`src/rtl/leaf_elimination_iterative.sv`:
```
// Iterative leaf eliminator over the Boolean lattice of VARIABLES variables.
// Optional macro LEAF_ELIMINATION_STATS_EN adds the out_removed vertex-count port.
module leaf_elimination_iterative #(
    parameter int VARIABLES = 7,
    parameter int MAX_ITER  = 16,
    parameter int PW        = $clog2(MAX_ITER + 1)
) (
    input  logic                        clk,
    input  logic                        rst,
    input  logic                        in_valid,
    output logic                        in_ready,
    input  logic [(1<<VARIABLES)-1:0]   in_graph,
    input  logic [1:0]                  in_mode,
    output logic                        out_valid,
    input  logic                        out_ready,
    output logic [(1<<VARIABLES)-1:0]   out_graph,
    output logic [PW-1:0]               out_passes,
    output logic                        out_truncated
`ifdef LEAF_ELIMINATION_STATS_EN
    ,
    output logic [VARIABLES:0]          out_removed
`endif
);
    localparam int W = 1 << VARIABLES;

    localparam logic [1:0] IDLE = 2'd0;
    localparam logic [1:0] RUN  = 2'd1;
    localparam logic [1:0] DONE = 2'd2;

    logic [1:0]    state;
    logic [W-1:0]  work;
    logic          altMode;
    logic          dirUp;
    logic [PW-1:0] passCount;
    logic [1:0]    quietCount;
    logic          truncated;

    logic [W-1:0]  nextGraph;
    logic          changed;
    logic [PW-1:0] nextPass;
    logic [1:0]    nextQuiet;
    logic          fixpoint;
    logic          capHit;

    // One elimination pass; every vertex is judged against the unmodified input.
    function automatic logic [W-1:0] leafPass(input logic [W-1:0] g, input logic upDir);
        logic [W-1:0]         r;
        logic [VARIABLES-1:0] nb;
        logic [VARIABLES-1:0] self;
        int                   upCnt;
        int                   dnCnt;
        r = g;
        for (int i = 1; i < W - 1; i++) begin
            upCnt = 0;
            dnCnt = 0;
            self  = VARIABLES'(i);
            for (int b = 0; b < VARIABLES; b++) begin
                nb = VARIABLES'(i ^ (1 << b));
                if (((i >> b) & 1) != 0)
                    dnCnt += int'(g[nb]);
                else
                    upCnt += int'(g[nb]);
            end
            if (upDir) begin
                if (dnCnt == 1 && upCnt == 0)
                    r[self] = 1'b0;
            end else if (upCnt == 1 && dnCnt == 0) begin
                r[self] = 1'b0;
            end
        end
        return r;
    endfunction

`ifdef LEAF_ELIMINATION_STATS_EN
    logic [VARIABLES:0] inPop;
    logic [VARIABLES:0] removed;

    function automatic logic [VARIABLES:0] popCount(input logic [W-1:0] g);
        logic [VARIABLES:0] c;
        logic [W-1:0]       t;
        c = '0;
        t = g;
        for (int i = 0; i < W; i++) begin
            c = c + {{VARIABLES{1'b0}}, t[0]};
            t = t >> 1;
        end
        return c;
    endfunction

    always_ff @(posedge clk) begin
        if (rst) begin
            inPop   <= '0;
            removed <= '0;
        end else if (state == IDLE && in_valid) begin
            inPop <= popCount(in_graph);
        end else if (state == RUN && (fixpoint || capHit)) begin
            removed <= inPop - popCount(nextGraph);
        end
    end

    assign out_removed = removed;
`endif

    always_comb begin
        nextGraph = leafPass(work, dirUp);
        changed   = (nextGraph != work);
        nextPass  = passCount + PW'(1);
        nextQuiet = changed ? 2'd0 : quietCount + 2'd1;
        fixpoint  = altMode ? (nextQuiet == 2'd2) : !changed;
        capHit    = (nextPass == PW'(MAX_ITER));
    end

    always_ff @(posedge clk) begin
        if (rst) begin
            state      <= IDLE;
            work       <= '0;
            altMode    <= 1'b0;
            dirUp      <= 1'b0;
            passCount  <= '0;
            quietCount <= '0;
            truncated  <= 1'b0;
        end else begin
            case (state)
                IDLE: begin
                    if (in_valid) begin
                        work       <= in_graph;
                        altMode    <= in_mode[1];
                        dirUp      <= (in_mode == 2'd1);
                        passCount  <= '0;
                        quietCount <= '0;
                        truncated  <= 1'b0;
                        state      <= RUN;
                    end
                end
                RUN: begin
                    work       <= nextGraph;
                    passCount  <= nextPass;
                    quietCount <= nextQuiet;
                    if (altMode)
                        dirUp <= ~dirUp;
                    // A fixpoint reached on the capping pass is not a truncation.
                    if (fixpoint) begin
                        state <= DONE;
                    end else if (capHit) begin
                        state     <= DONE;
                        truncated <= 1'b1;
                    end
                end
                DONE: begin
                    if (out_ready)
                        state <= IDLE;
                end
                default: state <= IDLE;
            endcase
        end
    end

    assign in_ready      = (state == IDLE);
    assign out_valid     = (state == DONE);
    assign out_graph     = work;
    assign out_passes    = passCount;
    assign out_truncated = truncated;

endmodule
```
`config.mk`:
```
export PLATFORM = sky130hd
export DESIGN_NAME = leaf_elimination_iterative
export DESIGN_NICKNAME = d
export VERILOG_FILES = /design/src/rtl/leaf_elimination_iterative.sv
export SDC_FILE = /design/constraint.sdc
export NUM_CORES = 1
export LEC_CHECK = 0
export BUFFER_PORTS_ARGS = -buffer_cell sky130_fd_sc_hd__buf_2
export CAP_MARGIN = 5
export CORE_MARGIN = 4
export CORE_UTILIZATION = 57
export DETAILED_ROUTE_END_ITERATION = 6
export HOLD_SLACK_MARGIN = 0.03
export PLACE_DENSITY = 0.79
export RECOVER_POWER = 50
export SYNTH_ARGS = -nofsm -noshare
export SYNTH_HDL_FRONTEND = slang
export SYNTH_SLANG_ARGS = --single-unit
```
`constraint.sdc`:
```
create_clock -name clk -period 5.5 [get_ports clk]
set_input_delay 0.825 -clock clk [delete_from_list [all_inputs] [get_ports clk]]
set_output_delay 0.825 -clock clk [all_outputs]
set_load 0.005 [all_outputs]
```
Word level (Yosys, flattened, before mapping)

Cells that the tools add are included.

Flip-flop bits (word level): 140
Output and inout port bits: 136
Logic and storage cells: 1761

$add $sub $neg: 602
Eq/ne operators: 250
Multiplexer cells: 398
Bitwise operators: 2
Reductions and logical operators: 501

Operators with widths:

| cell                | count |
|---|---|
| $logic_not 32->1    | 240 |
| $add 32x2->32       | 72 |
| $eq 32x2->1 const B | 27 |
| $add 2x1->3         | 169 |
| $add 1x1->2         | 208 |
| $add 3x1->4         | 101 |
| $mux 1              | 384 |
| $pmux 128 s2        | 1 |
| $logic_and 1x1->1   | 252 |
| $eq 4x1->1 const B  | 60 |
| $add 4x1->5         | 41 |
| $eq 3x1->1 const B  | 68 |
| $eq 5x1->1 const B  | 32 |
| $mux 128            | 1 |
| $ne 126x126->1      | 1 |
| $eq 2x1->1 const B  | 44 |
| $add 5x1->6         | 9 |
| $eq 6x1->1 const B  | 9 |
| $mux 2              | 6 |
| $pmux 5 s2          | 1 |
| $reduce_and 3->1    | 3 |
| $ne 2x2->1 const B  | 4 |
| $pmux 2 s3          | 1 |
| $add 5x1->5 const B | 1 |
| other kinds (14)    | 18 |

Logic depth before layout (Yosys ltp)

Depth after elaboration: 15
Mapped depth: 14

Worst setup path before layout

Ideal clock, no wire load.

Kind: reg-to-reg
From: register work[3] (netlist: out_graph[3])
To: register quietCount[1]
Setup time: 0.070 ns
Arrival: 3.526 ns
Required time: 5.430 ns
Path slack: 1.904 ns
Cell stages (with the launch flop): 14
Path buffers: 0
Cell sequence: dfxtp_1 inv_1 fa_1 fa_1 inv_1 ha_1 fa_1 nor2_1 o21ai_0 o2111ai_1 nor4_1 nand4_1 a2111o_1 a21oi_1

Cells in the longest elaborated chain, start to end: 12
Elaborated cells on any way between the ends: 70
Those cells by class: add/sub (15); eq/ne (8); mux (26); reduce/logical (21)

RTL lines:

| item                                           | RTL line | text |
|---|---|---|
| start, declared                                | 31       | `logic [W-1:0] work;` |
| start signal, assigned                         | 126      | `work <= in_graph;` |
| start signal, assigned                         | 136      | `work <= nextGraph;` |
| $add 1x1->2                                    | 62       | `upCnt += int'(g[nb]);` |
| $add 2x1->3                                    | 62       |  |
| $add 3x1->4                                    | 62       |  |
| $add 4x1->5                                    | 62       |  |
| $add 5x1->6                                    | 62       |  |
| $logic_not 32->1 or $eq 6x1->1 (tied branches) | 65, 67   |  |
| $logic_and 1x1->1 (on tied branches)           | 65, 67   |  |
| $mux 1 (on tied branches)                      | 65, 67   |  |
| $mux 1                                         | 64       | `if (upDir) begin` |
| $ne 126x126->1 (*)                             | 106      | `changed = (nextGraph != work);` |
| $mux 2 (*)                                     | 108      | `nextQuiet = changed ? 2'd0 : quietCount + 2'd1;` |
| $pmux 2 s2 (*)                                 | 123      | `case (state)` |
| end signal, assigned                           | 138      | `quietCount <= nextQuiet;` |
| end, declared                                  | 35       | `logic [1:0] quietCount;` |

Every way passes the cells marked *; elsewhere a longest branch is shown, timed or not.
A chain may end at the register's enable or synchronous reset.

Worst setup path in the final report

From: register state[0]
To: register work[21] (netlist: out_graph[21])

Cells in the longest elaborated chain, start to end: 3
Elaborated cells on any way between the ends: 6
Those cells by class: eq/ne (2); mux (1); reduce/logical (3)

RTL lines:

| item                                                      | RTL line | text |
|---|---|---|
| start, declared                                           | 30       | `logic [1:0] state;` |
| start signal, assigned                                    | 115      | `state <= IDLE;` |
| start signal, assigned                                    | 132      | `state <= RUN;` |
| start signal, assigned                                    | 143      | `state <= DONE;` |
| $eq 2x1->1 or $logic_not 2->1 (tied branches)             | 123      |  |
| $reduce_bool 2->1 (no line) or $ne 2x2->1 (tied branches) | -        |  |
| $reduce_and 2->1 (no line)                                | -        |  |

Several ways; a longest one is shown, not always the timed one. The select of a mux whose other input is x is not followed.

==> flow_summary.toml <==
[cts]
tritoncts = "built"
numCtsBuffers = 17
clock_latency_ps = 490
post-cts-setup-buffer-count = 0
cts-htree-levels = 4
clockBufferDepth = 2
clockRootBuffer = "clkbuf_16"
clk_pin_slew_worst_paths_ps = 80
cts_sinks = 140
hold_buffers = 0
ctsResizeCount = 0

[synth]
synth-main-ff-cell = "dfxtp_1"
yosysWarnings = 0
ys_seq_area_frac = 0.143
synth_edf_count = 0
synth_cells = 2153
ys_ff_latch = 140
syn_nets = 2812
synth_cell_types = 46
syn_area_um2 = 19600
syn-mean-instance-area_um2 = 9.10
async_flop_share = 0

[routing]
drt_iter0_markers = 2821
vias_per_cell = 6.94
drtAntennaViolNets = 0
wl_um = 94500
firstDrtPassIters = 7
avgRoutedWirePerCell_um = 32.7
drc = 2
vias = 20100

[power_and_ir_drop]
leakagePower_uw = 0.0110
intPower_uw = 3400
pwr-share-comb = 0.603
clkPwrFrac = 0.183
ir_drop_uv = 317
swShare = 0.525
p_switching_uw = 3760
power-per-cell-area_nw_per_um2 = 324
seqPwrFrac = 0.215

[floorplanning]
die_h_um = 193
io-pin-count = 270
core_um2 = 33700
die_area_um2 = 37400
rows = 67
die_w_um = 193
start_util = 0.581

[worst_setup_path]
critPathCaptureType = "flip-flop"
crit_required_ps = 5820
crit_fanout = 53
critPathBufInv = 2
cp_slowest_cell = "clkbuf_1"
worstReg2RegStart = "state[0]"
crit_path_max_incr_delay_ps = 2720
critPathLaunch = "state[0]"
critPathArrivalTime_ps = 5780
path_cells = "nor2b_1, buf_4, clkbuf_1, o211ai_1, nand3_1, a21oi_1"
crit_family = "buffers and inverters"
worst-setup-path-type = "reg2reg"
startpoint_type = "flip-flop"

[finish]
regArea_um2 = 2810
drive_gt1_frac = 0.116
final_common_cell = "inv_1"
multi_input_area_um2 = 15300
areaGrowthSynthToFinish_pct = 12.9
fillers = 2901
final_cell_mix = "inv_1 (298), fa_1 (266), ha_1 (259), buf_2 (215), o211ai_1 (171)"
fin_nets = 3084
finalNonFillerCells = 2894

[placement]
placed_cells = 2854
port_buffers = 269
dp_hpwl_um = 72300
gp_congestion = 1.09

[grt]
grt_pass1_vias = 19900
grt_pass1_wl_um = 135000
grt_max_degree = 82
antenna_found_initial = 9
gr-usage-all-layers = 0.492
gr-total-overflow = 0

[status]
outcome = "finished, violations left"
failed_checks = "DRC, capacitance limit, slew limit"

[timing]
rsz0062_at_grt = "false"
final.period_utilization = 0.993
worst-slew-pin-transition_ps = 3820
max_slew_margin = -1.55
clock.fmax_mhz = 183
finalCriticalPeriod_ps = 5460
tns_ps = 0
fin_worst_skew_ps = 18.2
setup_violations = 0
finalHoldViolations = 0
finalMaxSlewViolations = 135

[run]
max-cap-violations = 3

[min_path]
hp-start = "quietCount[1]"
hold_path.class = "reg2reg"
-- cell families after synthesis --
kind of cell	count (synthesis)	synth area share
DFF	140	0.143
AOI/OAI and AO/OA	448	0.152
and+or+nand+nor	652	0.191
adders and majority gates	525	0.437
buffers and inverters	388	0.0771
-- sequential cells by signal, summed over array words and instances (netlist names) --
register	count
out_graph	128
out_passes	5
quietCount	2
state	2
altMode	1
dirUp	1
out_truncated	1
-- worst reg2reg max path, cell delays in order (launching register included) --
cell      delay (ps)
dfxtp_1          390
nor2b_1          210
buf_4            530
clkbuf_1        2750
o211ai_1         990
nand3_1          330
a21oi_1          120
-- path summary, 6_finish.rpt --
kind	endpoint	slack [ps]	cells after the start
worst max-delay path	out_graph[21]	40	6
worst min-delay path	quietCount[1]	480	2
worst max register to register	out_graph[21]	40	6
worst min register to register	quietCount[1]	480	2
-- per-stage QoR --
step                      setup WS, ps  hold WS [ps]  power (µW)  cell area (µm²)  utilization
after floorplan                   1900           445        3930            19600            -
after global placement             689           455        5480            21700        0.645
after global routing               268           510        7500            22100        0.656
final                             39.3           481        7160            22100        0.656
after detailed placement           719           466        5640            21700        0.645
after CTS                          702           477        6960            22400        0.663
-- metal layers --
layer | vias to the layer above | global-route usage | routed length [µm]
met1 | 9601 | 0.634 | 33000
met4 | 12 | 0.324 | 8110
met3 | 493 | 0.209 | 16300
li1 | 8108 | - | -
met5 | - | 0 | 65
met2 | 1868 | 0.671 | 37000
-- synth_stat cells, drive strengths merged (71+ instances only) --
cell type,n,area [µm²]
fa,266,5330
nor3b,79,593
a21oi,152,761
nor3,76,380
inv,298,1120
and3b,95,832
o211ai,171,1280
nand2,142,533
ha,259,3240
nor2,86,323
dfxtp,140,2800
nand3,71,355
-- power groups by stage --
stage / clock [µW] / sequential [µW] / combinational [µW]
floorplan: 0 / 1450 / 2480
global placement: 0 / 1520 / 3960
detailed placement: 0 / 1530 / 4110
CTS: 1300 / 1500 / 4150
global route: 1340 / 1530 / 4630
finish: 1310 / 1540 / 4310
-- layout make-up --
type,count,share of cell area
multi-input combinational,1625,0.691
sequential,140,0.127
timing repair buffer,343,0.0774
inverter,298,0.0506
tap,448,0.0253
clock buffer,19,0.0200
clock inverter,13,0.00758
antenna,8,0.000905
Power figures use the tool's default switching activity.
